[src/rtl/pipeline_mem_access.sv]
// MEM stage: registers the EX bundle, runs loads/stores on D-memory, aligns store lanes and extends load data.
// Latency: non-memory ops 1 cycle EX->WB; memory ops 1 (IDLE) + grant wait + rvalid wait + 1 (DONE).
// Backpressure: stall_m_o holds EX while an aligned memory op is in flight; released for the single DONE cycle.
module pipeline_mem_access #(
    parameter int DMEM_TIMEOUT = 15
) (
    input  logic        clk,
    input  logic        reset,
    input  logic        valid_e_i,
    input  logic [31:0] alu_result_e_i,
    input  logic [31:0] store_data_e_i,
    input  logic [2:0]  mem_op_e_i,
    input  logic        mem_read_e_i,
    input  logic        mem_write_e_i,
    input  logic [31:0] extended_imm_e_i,
    input  logic [31:0] pc_plus4_e_i,
    input  logic [31:0] CSR_data_e_i,
    input  logic        reg_write_en_e_i,
    input  logic [4:0]  rd_idx_e_i,
    input  logic [4:0]  result_src_e_i,
    output logic        stall_m_o,
    output logic        dmem_req_o,
    output logic        dmem_we_o,
    output logic [31:0] dmem_addr_o,
    output logic [31:0] dmem_wdata_o,
    output logic [3:0]  dmem_wstrb_o,
    input  logic        dmem_ready_i,
    input  logic        dmem_rvalid_i,
    input  logic [31:0] dmem_rdata_i,
    output logic [31:0] alu_result_m_o,
    output logic [31:0] extended_imm_m_o,
    output logic [31:0] pc_plus4_m_o,
    output logic [31:0] CSR_data_m_o,
    output logic [31:0] mem_read_data_m_o,
    output logic        reg_write_en_m_o,
    output logic [4:0]  rd_idx_m_o,
    output logic [4:0]  result_src_m_o,
    output logic        misalign_m_o,
    output logic        bus_err_m_o
);
    localparam int CNT_W = $clog2(DMEM_TIMEOUT + 1);

    typedef enum logic [1:0] {
        IDLE     = 2'd0,
        WAIT_GNT = 2'd1,
        WAIT_RSP = 2'd2,
        DONE     = 2'd3
    } state_t;

    state_t           state;
    logic [CNT_W-1:0] tmo_cnt;

    logic        m_valid;
    logic [31:0] m_addr;
    logic [31:0] m_store_data;
    logic [2:0]  m_op;
    logic        m_rd;
    logic        m_wr;
    logic [31:0] m_imm;
    logic [31:0] m_pc4;
    logic [31:0] m_csr;
    logic        m_rwe;
    logic [4:0]  m_rd_idx;
    logic [4:0]  m_src;
    logic        m_bus_err;
    logic [31:0] m_load_data;

    logic        is_mem;
    logic        bad_op;
    logic        bad_align;
    logic        misalign;
    logic        mem_go;
    logic        tmo_last;
    logic [31:0] lane_wdata;
    logic [3:0]  lane_wstrb;
    logic [31:0] shifted;
    logic [31:0] load_ext;

    // Pipeline register: frozen while a memory op is outstanding
    always_ff @(posedge clk) begin
        if (reset) begin
            m_valid      <= 1'b0;
            m_addr       <= '0;
            m_store_data <= '0;
            m_op         <= '0;
            m_rd         <= 1'b0;
            m_wr         <= 1'b0;
            m_imm        <= '0;
            m_pc4        <= '0;
            m_csr        <= '0;
            m_rwe        <= 1'b0;
            m_rd_idx     <= '0;
            m_src        <= '0;
        end else if (!stall_m_o) begin
            m_valid      <= valid_e_i;
            m_addr       <= alu_result_e_i;
            m_store_data <= store_data_e_i;
            m_op         <= mem_op_e_i;
            m_rd         <= mem_read_e_i;
            m_wr         <= mem_write_e_i;
            m_imm        <= extended_imm_e_i;
            m_pc4        <= pc_plus4_e_i;
            m_csr        <= CSR_data_e_i;
            m_rwe        <= reg_write_en_e_i;
            m_rd_idx     <= rd_idx_e_i;
            m_src        <= result_src_e_i;
        end
    end

    always_comb begin
        is_mem = m_valid & (m_rd | m_wr);
        bad_op = (m_op == 3'b011) | (m_op[2:1] == 2'b11);
        case (m_op[1:0])
            2'b01:   bad_align = m_addr[0];
            2'b10:   bad_align = |m_addr[1:0];
            default: bad_align = 1'b0;
        endcase
        misalign  = is_mem & (bad_op | bad_align);
        mem_go    = is_mem & ~misalign;
        stall_m_o = mem_go & (state != DONE);
        tmo_last  = (tmo_cnt == CNT_W'(DMEM_TIMEOUT - 1));
    end

    // Store data replicated across every lane; strobes select the addressed bytes
    always_comb begin
        lane_wdata = m_store_data;
        lane_wstrb = 4'b1111;
        case (m_op[1:0])
            2'b00: begin
                lane_wdata = {4{m_store_data[7:0]}};
                lane_wstrb = 4'b0001 << m_addr[1:0];
            end
            2'b01: begin
                lane_wdata = {2{m_store_data[15:0]}};
                lane_wstrb = 4'b0011 << {m_addr[1], 1'b0};
            end
            default: ;
        endcase
    end

    always_comb begin
        shifted = dmem_rdata_i >> {m_addr[1:0], 3'b000};
        case (m_op)
            3'b000:  load_ext = {{24{shifted[7]}}, shifted[7:0]};
            3'b001:  load_ext = {{16{shifted[15]}}, shifted[15:0]};
            3'b010:  load_ext = shifted;
            3'b100:  load_ext = {24'd0, shifted[7:0]};
            3'b101:  load_ext = {16'd0, shifted[15:0]};
            default: load_ext = '0;
        endcase
    end

    // Bus FSM; the timeout counter is shared by both wait states
    always_ff @(posedge clk) begin
        if (reset) begin
            state       <= IDLE;
            tmo_cnt     <= '0;
            m_bus_err   <= 1'b0;
            m_load_data <= '0;
        end else begin
            case (state)
                IDLE: begin
                    if (mem_go) begin
                        state   <= WAIT_GNT;
                        tmo_cnt <= '0;
                    end
                end
                WAIT_GNT: begin
                    tmo_cnt <= tmo_cnt + 1'b1;
                    if (dmem_ready_i) begin
                        state   <= m_wr ? DONE : WAIT_RSP;
                        tmo_cnt <= '0;
                    end else if (tmo_last) begin
                        state     <= DONE;
                        m_bus_err <= 1'b1;
                    end
                end
                WAIT_RSP: begin
                    tmo_cnt <= tmo_cnt + 1'b1;
                    if (dmem_rvalid_i) begin
                        state       <= DONE;
                        m_load_data <= load_ext;
                    end else if (tmo_last) begin
                        state     <= DONE;
                        m_bus_err <= 1'b1;
                    end
                end
                default: begin
                    state     <= IDLE;
                    m_bus_err <= 1'b0;
                end
            endcase
        end
    end

    always_comb begin
        dmem_req_o        = (state == WAIT_GNT);
        dmem_we_o         = dmem_req_o & m_wr;
        dmem_addr_o       = {m_addr[31:2], 2'b00};
        dmem_wdata_o      = lane_wdata;
        dmem_wstrb_o      = dmem_we_o ? lane_wstrb : 4'b0000;
        alu_result_m_o    = m_addr;
        extended_imm_m_o  = m_imm;
        pc_plus4_m_o      = m_pc4;
        CSR_data_m_o      = m_csr;
        mem_read_data_m_o = m_load_data;
        rd_idx_m_o        = m_rd_idx;
        result_src_m_o    = m_src;
        misalign_m_o      = misalign;
        bus_err_m_o       = m_bus_err;
        reg_write_en_m_o  = m_valid & m_rwe & ~stall_m_o & ~misalign & ~m_bus_err;
    end

endmodule
[config.mk]
export PLATFORM = sky130hd
export DESIGN_NAME = pipeline_mem_access
export DESIGN_NICKNAME = d
export VERILOG_FILES = /design/src/rtl/pipeline_mem_access.sv
export SDC_FILE = /design/constraint.sdc
export NUM_CORES = 1
export LEC_CHECK = 0
export BUFFER_PORTS_ARGS = -buffer_cell sky130_fd_sc_hd__buf_2
export CAP_MARGIN = 10
export CORE_AREA = 2 2 180 182
export CTS_CLUSTER_SIZE = 20
export DETAILED_ROUTE_END_ITERATION = 8
export DIE_AREA = 0 0 182 184
export PLACE_DENSITY = 0.59
export SLEW_MARGIN = 5
export SYNTH_ARGS = -nofsm -noshare
export SYNTH_HDL_FRONTEND = slang
export SYNTH_SLANG_ARGS = --single-unit
export TNS_END_PERCENT = 10
[constraint.sdc]
create_clock -name clk -period 5.05 [get_ports clk]
set_input_delay 0 -clock clk [delete_from_list [all_inputs] [get_ports clk]]
set_output_delay 0 -clock clk [all_outputs]
set_load 0.02 [all_outputs]
==> reports/results.ini, run 1 <==
[status]
outcome=finished clean

[yosys]
avgSynthCellArea_um2=7.81
ys_ff_latch=216
synthFlopType=dfxtp_1
yosysTopAreaCell=dfxtp_1
synth_edf_count=0
seq_area_frac_synth_pct=47.4
synth_area_um2=9120
async_flop_share_pct=0
yosys_warnings=0
synthCells=1168
yosysTopAreaCellShare_pct=47.4
yosys-top-cells-area=dfxtp_1, nand2_1, a21oi_1
synth.most_common_cell=nand2_1
synth_commonest_cells=nand2_1, dfxtp_1, a21oi_1
ys_types=41

[flow_run]
drv_cap=0

[setup_path]
reg2reg_depth=10
r2r_slack_ns=0.76
cp-end-kind=register
r2r_end=extended_imm_m_o[18]$_SDFFE_PP0N_
critPathKind=register to register
crit_slowest_cell=or4_4
critPathTopFamily=buffers and inverters
crit_chain=inv_1, ha_1, o21ai_1, a21boi_1, or4_4, inv_6, buf_12, nand2_1, a21oi_1, dlygate4sd3_1
critPathMaxStageDelay_ns=0.83
worstPathRequired_ns=5.52
reg2reg_from=m_op[1]$_SDFFE_PP0N_
crit_start=m_op[1]$_SDFFE_PP0N_
cp-start-kind=register
critical_path_arrival_ns=4.76
cp.buffers_inverters=4
path_max_fanout=102

[floorplan]
start_util_pct=29.0
ioPinCount=457
die_area_um2=33500
die_y_um=184
die_x_um=182
rows=65
design.core.area_um2=31400

[clock_network]
clkSinkCount=216
worstSkewPairLatency_ns=0.53
ctsHtreeMaxLevel=1
cts_root_buf=clkbuf_16
postCtsResizedCells=0
cts_buffers=25
clk_path_buf_depth=3
cts_tree=built
clk_pin_slew_ns=0.06

[grt]
gr-total-overflow=0
grt_start_max_net_pins=131
first_global_vias=10400
antenna_found_initial=0
grt_pass1_wl_mm=52.5
track_usage_pct=19.0

[drt]
wl_mm=33.9
first_iter_violations=687
firstDrtPassIters=5
drc=0
detail-route-antenna-nets=0
vias=10400
wl_per_cell_um=15.3
drt-vias-per-instance=4.71

[power_and_ir_drop]
p_per_area_nw_per_um2=316
vdd_ir_drop_max_mv=0.222
p_leak_nw=7.03

[cells_and_area]
antenna_cells=0
regArea_um2=4320
utilization_pct=46.5
final_nets=2014
fillers=2999
area_growth_pct=60.1
multiInputGateArea_um2=4010
drive_gt1_share_pct=28.2

[hold_path]
hold_class=input port to register
hold_depth=4
hold_start=dmem_rvalid_i
hold_path_end=bus_err_m_o$_SDFFE_PP0P_

[timing]
period_share_pct=85.0
worst_pin_slew_ns=1.13
fin_skew_ns=0.0229
rsz0062_at_grt=false
hold_violations=0
fin_crit_ns=4.29
final-setup-viol-count=0
maxSlewViolCount=0
max-slew-margin-rel_pct=24.9
max_freq_mhz=233
tns_ns=0

[placed_design]
dp_hpwl_mm=21.5
place.gp.congestion=0.856
port_buffers=454

## metrics by stage
step / cells / setup slack, ns / hold slack, ns / instance area (um2) / power [W]
global placement: 1910 / 1.48 / 0.213 / 11300 / 0.00270
CTS: 2210 / 0.855 / 0.0201 / 14600 / 0.00464
finish: 2210 / 0.757 / 0.0504 / 14600 / 0.00461
detailed placement: 1910 / 1.37 / 0.215 / 11300 / 0.00271
global route: 2210 / 0.493 / 0.0610 / 14600 / 0.00481
floorplan: 1169 / 2.71 / 0.121 / 9120 / 0.00243
## area by class of cell
class                   count  share of cell area, %
clock inverters             6                  0.420
flip-flops and latches    216                   29.6
inverters                  12                  0.343
clock buffers              40                   5.02
well taps                 402                   3.45
repair buffers            717                   33.7
multi-input cells         817                   27.5
## worst reg2reg max path: stages, from the launching register on
cell,delay [ns]
dfxtp_1,0.52
inv_1,0.17
ha_1,0.41
o21ai_1,0.21
a21boi_1,0.15
or4_4,0.83
inv_6,0.55
buf_12,0.52
nand2_1,0.15
a21oi_1,0.16
dlygate4sd3_1,0.58
## cell families after synthesis
logic type	after synthesis	synth area share (%)
buffers and inverters	136	8.69
AND/OR/NAND/NOR	483	21.1
flip-flops	216	47.4
adder cells (fa/ha/maj)	12	1.65
AO/OA/AOI/OAI	294	18.2
other	1	0.0411
multiplexers	26	2.95
## routing by layer
metal / up-vias / track usage [%] / routed length, um
li1: 5080 / - / -
met3: 94 / 4.08 / 2380
met4: 0 / 8.58 / 1430
met5: - / 0 / 0
met2: 424 / 33.5 / 16700
met1: 4813 / 22.1 / 13400
## registers in the layout (all words and copies together) (netlist names)
signal             count
bus_err_m_o            1
alu_result_m_o        32
mem_read_data_m_o     32
m_op                   3
pc_plus4_m_o          32
tmo_cnt                4
CSR_data_m_o          32
m_valid                1
m_rd                   1
extended_imm_m_o      32
state                  2
m_wr                   1
rd_idx_m_o             5
m_rwe                  1
m_store_data          32
result_src_m_o         5
## layout by cell type (no fill, tap or decap), drive strengths merged, types with 2 or more instances in the layout
| master | netlist | routed |
|---|---|---|
| a32oi | 7 | 7 |
| buf | 79 | 463 |
| inv | 11 | 13 |
| nor2b | 12 | 12 |
| nand3 | 2 | 2 |
| clkbuf | 45 | 40 |
| a21oi | 210 | 210 |
| mux2 | 7 | 7 |
| o21ai | 30 | 30 |
| clkinv | 1 | 3 |
| a211oi | 3 | 3 |
| mux2i | 19 | 19 |
| a22o | 8 | 8 |
| dlygate4sd3 | 0 | 254 |
| ha | 12 | 12 |
| a22oi | 9 | 9 |
| nand2 | 406 | 406 |
| nor3 | 8 | 8 |
| o31ai | 3 | 3 |
| nand3b | 9 | 9 |
| o22ai | 2 | 2 |
| a211o | 9 | 9 |
| a221oi | 8 | 8 |
| nor2 | 37 | 37 |
| dfxtp | 216 | 216 |
| conb | 1 | 2 |
| a2bb2oi | 2 | 2 |
| nand2b | 3 | 3 |
## power breakdown
part	switching [W]	internal, W	leakage, nW
combinational	0.000551	0.000420	4.85
clock	0.000712	0.00104	0.386
sequential	0.0000705	0.00181	1.79
total	0.00133	0.00327	7.03
## worst max path at each step
stage	endpoint	slack, ns	depth (start not counted)
after global placement	extended_imm_m_o[30]$_SDFFE_PP0N_	1.48	9
final	extended_imm_m_o[18]$_SDFFE_PP0N_	0.76	10
after detailed placement	extended_imm_m_o[30]$_SDFFE_PP0N_	1.37	9
after floorplan	reg_write_en_m_o	2.71	9
after global routing	m_rwe$_SDFFE_PP0N_	0.49	10
after CTS	reg_write_en_m_o	0.85	9
## timing repair
item,in CTS,in global routing
buffers inserted,0,0
endpoints found under the hold margin,210,0
hold buffers,254,0
(Power assumes the default switching activity.)
==> run 2: changes to the inputs <==
PLACE_DENSITY = not set   (was 0.59)
==> run 2 against run 1 <==
  * Clock skew down 0.0083 ns
  * Maximum frequency increased by 6.4%
  * Critical endpoint is now extended_imm_m_o[19]$_SDFFE_PP0N_
  * Largest cell class unchanged
  * Register-to-register slack improved by 0.26 ns
  * Setup slack better by 0.26 ns
==> reports/results.ini, run 2 (synthesis gave the netlist of run 1 again) <==
[hold_path]
hold_depth=5
hold_start=dmem_rdata_i[14]
hold_class=input port to register
hold_path_end=mem_read_data_m_o[14]$_SDFFE_PP0P_

[timing]
final-setup-viol-count=0
tns_ns=0
rsz0062_at_grt=false
maxSlewViolCount=0
fin_skew_ns=0.0147
max-slew-margin-rel_pct=36.1
hold_violations=0
max_freq_mhz=248
worst_pin_slew_ns=0.957
fin_crit_ns=4.04
period_share_pct=79.9
fin_ws_ns=1.01

[setup_path]
r2r_slack_ns=1.01
critPathMaxStageDelay_ns=0.83
crit_start=m_op[1]$_SDFFE_PP0N_
critPathKind=register to register
critPathTopFamily=buffers and inverters
cp-end-kind=register
crit_slowest_cell=or4_4
path_max_fanout=102
r2r_end=extended_imm_m_o[19]$_SDFFE_PP0N_
worstPathRequired_ns=5.50
reg2reg_depth=9
cp.buffers_inverters=3
reg2reg_from=m_op[1]$_SDFFE_PP0N_
critical_path_arrival_ns=4.49
cp-start-kind=register
crit_chain=inv_1, ha_1, o21ai_1, a21boi_1, or4_4, inv_6, nand2_1, a21oi_1, dlygate4sd3_1

[floorplan]
die_y_um=184
ioPinCount=457
die_area_um2=33500
design.core.area_um2=31400
start_util_pct=29.0
die_x_um=182
rows=65

[drt]
drc=0
firstDrtPassIters=6
detail-route-antenna-nets=0
vias=10500
first_iter_violations=520
wl_per_cell_um=15.4
wl_mm=34.1
drt-vias-per-instance=4.74

[power_and_ir_drop]
switching_share_pct=28.9
p_per_area_nw_per_um2=317
power_frac_comb_pct=20.9
pwr-share-clk_pct=38.8
p_leak_nw=7.09
pwr-share-seq_pct=40.3
vdd_ir_drop_max_mv=0.261
internal_power_w=0.00332
power.switching_w=0.00135

[cells_and_area]
utilization_pct=46.9
area_growth_pct=61.4
final_common_cell=buf_2
final_cells=2218
final_cell_mix=buf_2, nand2_1, dlygate4sd3_1
final_nets=2023
drive_gt1_share_pct=28.4

[clock_network]
cts_tree=built
clkSinkCount=216
cts_buffers=25
worstSkewPairLatency_ns=0.51
ctsHtreeMaxLevel=1
clk_path_buf_depth=3
clk_pin_slew_ns=0.06
cts_root_buf=clkbuf_16

[placed_design]
place.gp.congestion=0.816
dp_hpwl_mm=21.1
pre_cts_slack_ns=1.26
port_buffers=454
dp.cells=1911

[grt]
grt_start_max_net_pins=146
grt_pass1_wl_mm=52.9
gr-total-overflow=0
antenna_found_initial=1
track_usage_pct=19.2
first_global_vias=10400

[status]
outcome=finished clean

[flow_run]
drv_cap=0

## run 2: worst register-to-register path: stages, from the launching register on
cell and delay [ns]:
dfxtp_1 0.56, inv_1 0.18, ha_1 0.40, o21ai_1 0.21, a21boi_1 0.15, or4_4 0.83, inv_6 0.69, nand2_1 0.19
a21oi_1 0.19, dlygate4sd3_1 0.58
## run 2: through the flow
stage	instance area (um2)	hold WS (ns)	total power (W)
after floorplan	9120	0.121	0.00243
after global placement	11300	0.216	0.00270
after detailed placement	11300	0.224	0.00271
after CTS	14700	0.0159	0.00471
after global routing	14700	0.0715	0.00488
final	14700	0.0420	0.00467
## run 2: layout make-up
class                      count  area, um2
tap                          402        503
sequential                   216       4320
clock inverter                11        118
multi-input combinational    817       4010
fill                        3018      16700
clock buffer                  33        706
inverter                      12       50.0
timing repair buffer         726       5000
antenna                        1       2.50
## run 2: timing repair
action                                  4_1_cts  5_1_grt
hold endpoints to repair                    215        0
setup buffers                                 0        0
endpoints found under the setup margin        0        0
hold buffers                                262        0
gates resized for setup                       0        0
## run 2: worst max-delay path by stage
| stage | to | slack (ns) | cells after the start |
|---|---|---|---|
| 2_1_floorplan | reg_write_en_m_o | 2.71 | 9 |
| 3_3_place_gp | CSR_data_m_o[18]$_SDFFE_PP0N_ | 1.44 | 9 |
| 5_1_grt | extended_imm_m_o[22]$_SDFFE_PP0N_ | 0.72 | 9 |
| 3_5_place_dp | CSR_data_m_o[19]$_SDFFE_PP0N_ | 1.26 | 9 |
| 4_1_cts | reg_write_en_m_o | 1.08 | 8 |
| 6_report | extended_imm_m_o[19]$_SDFFE_PP0N_ | 1.01 | 9 |
## run 2: layer usage
metal  track usage [%]  wire [um]
met1              22.4      13600
met4              6.81       1100
met3              4.30       2460
met5                 0          0
met2              34.4      17000
## run 2: power by group through the flow
stage,clock network (W),logic (W),registers (W)
after floorplan,0,0.000431,0.00200
after global placement,0,0.000786,0.00191
after detailed placement,0,0.000792,0.00192
after CTS,0.00186,0.000964,0.00188
after global routing,0.00193,0.00106,0.00189
final,0.00181,0.000975,0.00188
==> run 3: changes to the inputs <==
ABC_AREA = 1   (was not set)
CORE_AREA = 2 2 176 178   (was 2 2 180 182)
DIE_AREA = 0 0 178 180   (was 0 0 182 184)
clock period = 3.35 ns   (was 5.05 ns; I/O delays follow)
==> run 3 against run 2 <==
  * Combinational power up 61%
  * Routed wire length up 1.1%
  * Final cell count up 2.8%
  * Die area down 4.3%
  * Utilization up 0.83 points
==> reports/results.ini, run 3 <==
[grt]
first_global_vias=10400
track_usage_pct=20.5
gr-total-overflow=0
antenna_found_initial=2
grt_start_max_net_pins=180
grt_pass1_wl_mm=53.6

[clock_network]
cts_setup_buffers=0
postCtsResizedCells=0
cts_root_buf=clkbuf_16
cts_buffers=26
cts_tree=built
clkSinkCount=216
clk_pin_slew_ns=0.07
ctsHtreeMaxLevel=1
cts_hold_buf=204
clk_path_buf_depth=3
worstSkewPairLatency_ns=0.53

[timing]
max_freq_mhz=363
period_share_pct=82.2
tns_ns=0
worst_pin_slew_ns=0.916
max-slew-margin-rel_pct=38.9
hold_slack_ns=0.0252
final-setup-viol-count=0
fin_skew_ns=0.0169
rsz0062_at_grt=false
hold_violations=0
fin_crit_ns=2.75
maxSlewViolCount=0

[drt]
drc=0
detail-route-antenna-nets=0
wl_mm=34.4
firstDrtPassIters=5
vias=10600
first_iter_violations=790
wl_per_cell_um=15.1
drt-vias-per-instance=4.65

[setup_path]
critical_path_arrival_ns=2.75
path_max_fanout=179
crit_chain=inv_1, ha_1, inv_1, nor2_1, nand2_2, nand3_4, nor2_8, buf_12, buf_2
r2r_slack_ns=0.64
cp.buffers_inverters=4
crit_slowest_cell=dfxtp_1
worst_path_most_repeated_cell=inv_1
reg2reg_from=m_op[0]$_SDFFE_PP0N_
cp-endpoint=stall_m_o
cp-start-kind=register
critPathMaxStageDelay_ns=0.39
crit_start=m_op[0]$_SDFFE_PP0N_
cp-end-kind=output pin
r2r_end=mem_read_data_m_o[0]$_SDFFE_PP0P_
critPathKind=register to output pin
critPathTopFamily=buffers and inverters
cp.depth=9
reg2reg_depth=8
worstPathRequired_ns=3.35

[cells_and_area]
final_cells=2279
fillers=2940
drive_gt1_share_pct=27.6
regArea_um2=4320
final_cell_mix=buf_2, nor2_1, dfxtp_1
final_common_cell=buf_2
area_growth_pct=54.4
multiInputGateArea_um2=3970
final_nets=2088

[hold_path]
hold_class=input port to register

[yosys]
ys_ff_latch=216
yosys_warnings=0
yosys-top-cells-area=dfxtp_1, nor2_1, o21ai_0
synth_edf_count=0
seq_area_frac_synth_pct=46.4
yosysTopAreaCellShare_pct=46.4
synth_area_um2=9330
synthFlopType=dfxtp_1
synthCells=1288
yosysTopAreaCell=dfxtp_1
avgSynthCellArea_um2=7.24
ys_types=31
async_flop_share_pct=0
synth_commonest_cells=nor2_1, dfxtp_1, o21ai_0
synth.most_common_cell=nor2_1

[power_and_ir_drop]
power_frac_comb_pct=20.7
pwr-share-seq_pct=38.4
vdd_ir_drop_max_mv=0.391
power.switching_w=0.00221
p_per_area_nw_per_um2=525
switching_share_pct=29.2
pwr-share-clk_pct=40.9
total_power_w=0.00756
internal_power_w=0.00535
p_leak_nw=7.37

[placed_design]
place.gp.congestion=0.911
dp.cells=2027
dp_hpwl_mm=22.9
port_buffers=454

[floorplan]
die_x_um=178
design.core.area_um2=30200
start_util_pct=30.9
die_area_um2=32000
die_y_um=180
ioPinCount=457
rows=64

[flow_run]
drv_cap=0

[status]
outcome=finished clean

## run 3: cell types whose count changed after synthesis, moves of 9 or more
| cell | delta |
|---|---|
| a211o_1 | -9 |
| buf_6 | +12 |
| a22oi_1 | -9 |
| inv_1 | +39 |
| nand3_1 | +36 |
| nor2_1 | +351 |
| o211ai_1 | +14 |
| a21oi_1 | -166 |
| o21ai_1 | +35 |
| buf_2 | -14 |
| mux2i_1 | -19 |
| nor2b_1 | -12 |
| o21ai_0 | +149 |
| nand2_1 | -241 |
## run 3: worst min-delay path by stage
stage	startpoint	end	slack, ns	depth (start not counted)
floorplan	valid_e_i	m_valid$_SDFFE_PP0N_	0.12	1
global placement	valid_e_i	m_valid$_SDFFE_PP0N_	0.22	2
detailed placement	valid_e_i	m_valid$_SDFFE_PP0N_	0.21	2
CTS	dmem_rdata_i[25]	mem_read_data_m_o[25]$_SDFFE_PP0P_	0.001	7
global route	dmem_rdata_i[26]	mem_read_data_m_o[26]$_SDFFE_PP0P_	0.05	7
finish	dmem_rdata_i[25]	mem_read_data_m_o[25]$_SDFFE_PP0P_	0.03	7
## run 3: area by class of cell
cell class | count | area share (%)
inverters | 55 | 1.49
repair buffers | 669 | 30.8
clock buffers | 37 | 5.58
diodes | 1 | 0.0174
clock inverters | 10 | 1.09
multi-input cells | 895 | 27.6
well taps | 396 | 3.44
flip-flops and latches | 216 | 30.0
## run 3: kinds of logic (layout without fill, tap and decap cells)
family,after synthesis,count (layout),share of synthesized area (%)
compound gates,283,283,15.8
buf+inv,178,771,11.1
flops,216,216,46.4
simple gates,596,596,24.9
fa+ha+maj,12,12,1.61
other cells,1,3,0.0402
xor+xnor,2,2,0.188
## run 3: layer usage
layer	vias to the layer above	track usage (%)	wire length (um)
met2	473	37.2	17200
met4	2	7.51	1180
li1	5230	-	-
met3	90	4.51	2750
met1	4808	23.2	13300
met5	-	0	11
## run 3: worst reg2reg max path, cell delays in order (launching register included)
cell and delay (ns):
dfxtp_1 0.35, inv_1 0.09, ha_1 0.45, nor2_1 0.10, buf_4 0.21, a21oi_1 0.55, o211ai_1 0.17, dlygate4sd3_1 0.59
a21oi_1 0.12
## run 3: through the flow
stage	setup slack (ns)	cell area [um2]	utilization (%)
3_3_place_gp	1.02	11400	37.8
6_report	0.595	14400	47.7
5_1_grt	0.484	14400	47.7
2_1_floorplan	1.50	9330	-
3_5_place_dp	0.972	11400	37.8
4_1_cts	0.681	14400	47.7
## run 3: power by group through the flow
stage,combinational (W),sequential [W],clock [W]
after floorplan,0.000754,0.00309,0
after CTS,0.00156,0.00290,0.00316
final,0.00157,0.00290,0.00309
after global placement,0.00135,0.00295,0
after detailed placement,0.00136,0.00295,0
after global routing,0.00171,0.00292,0.00329
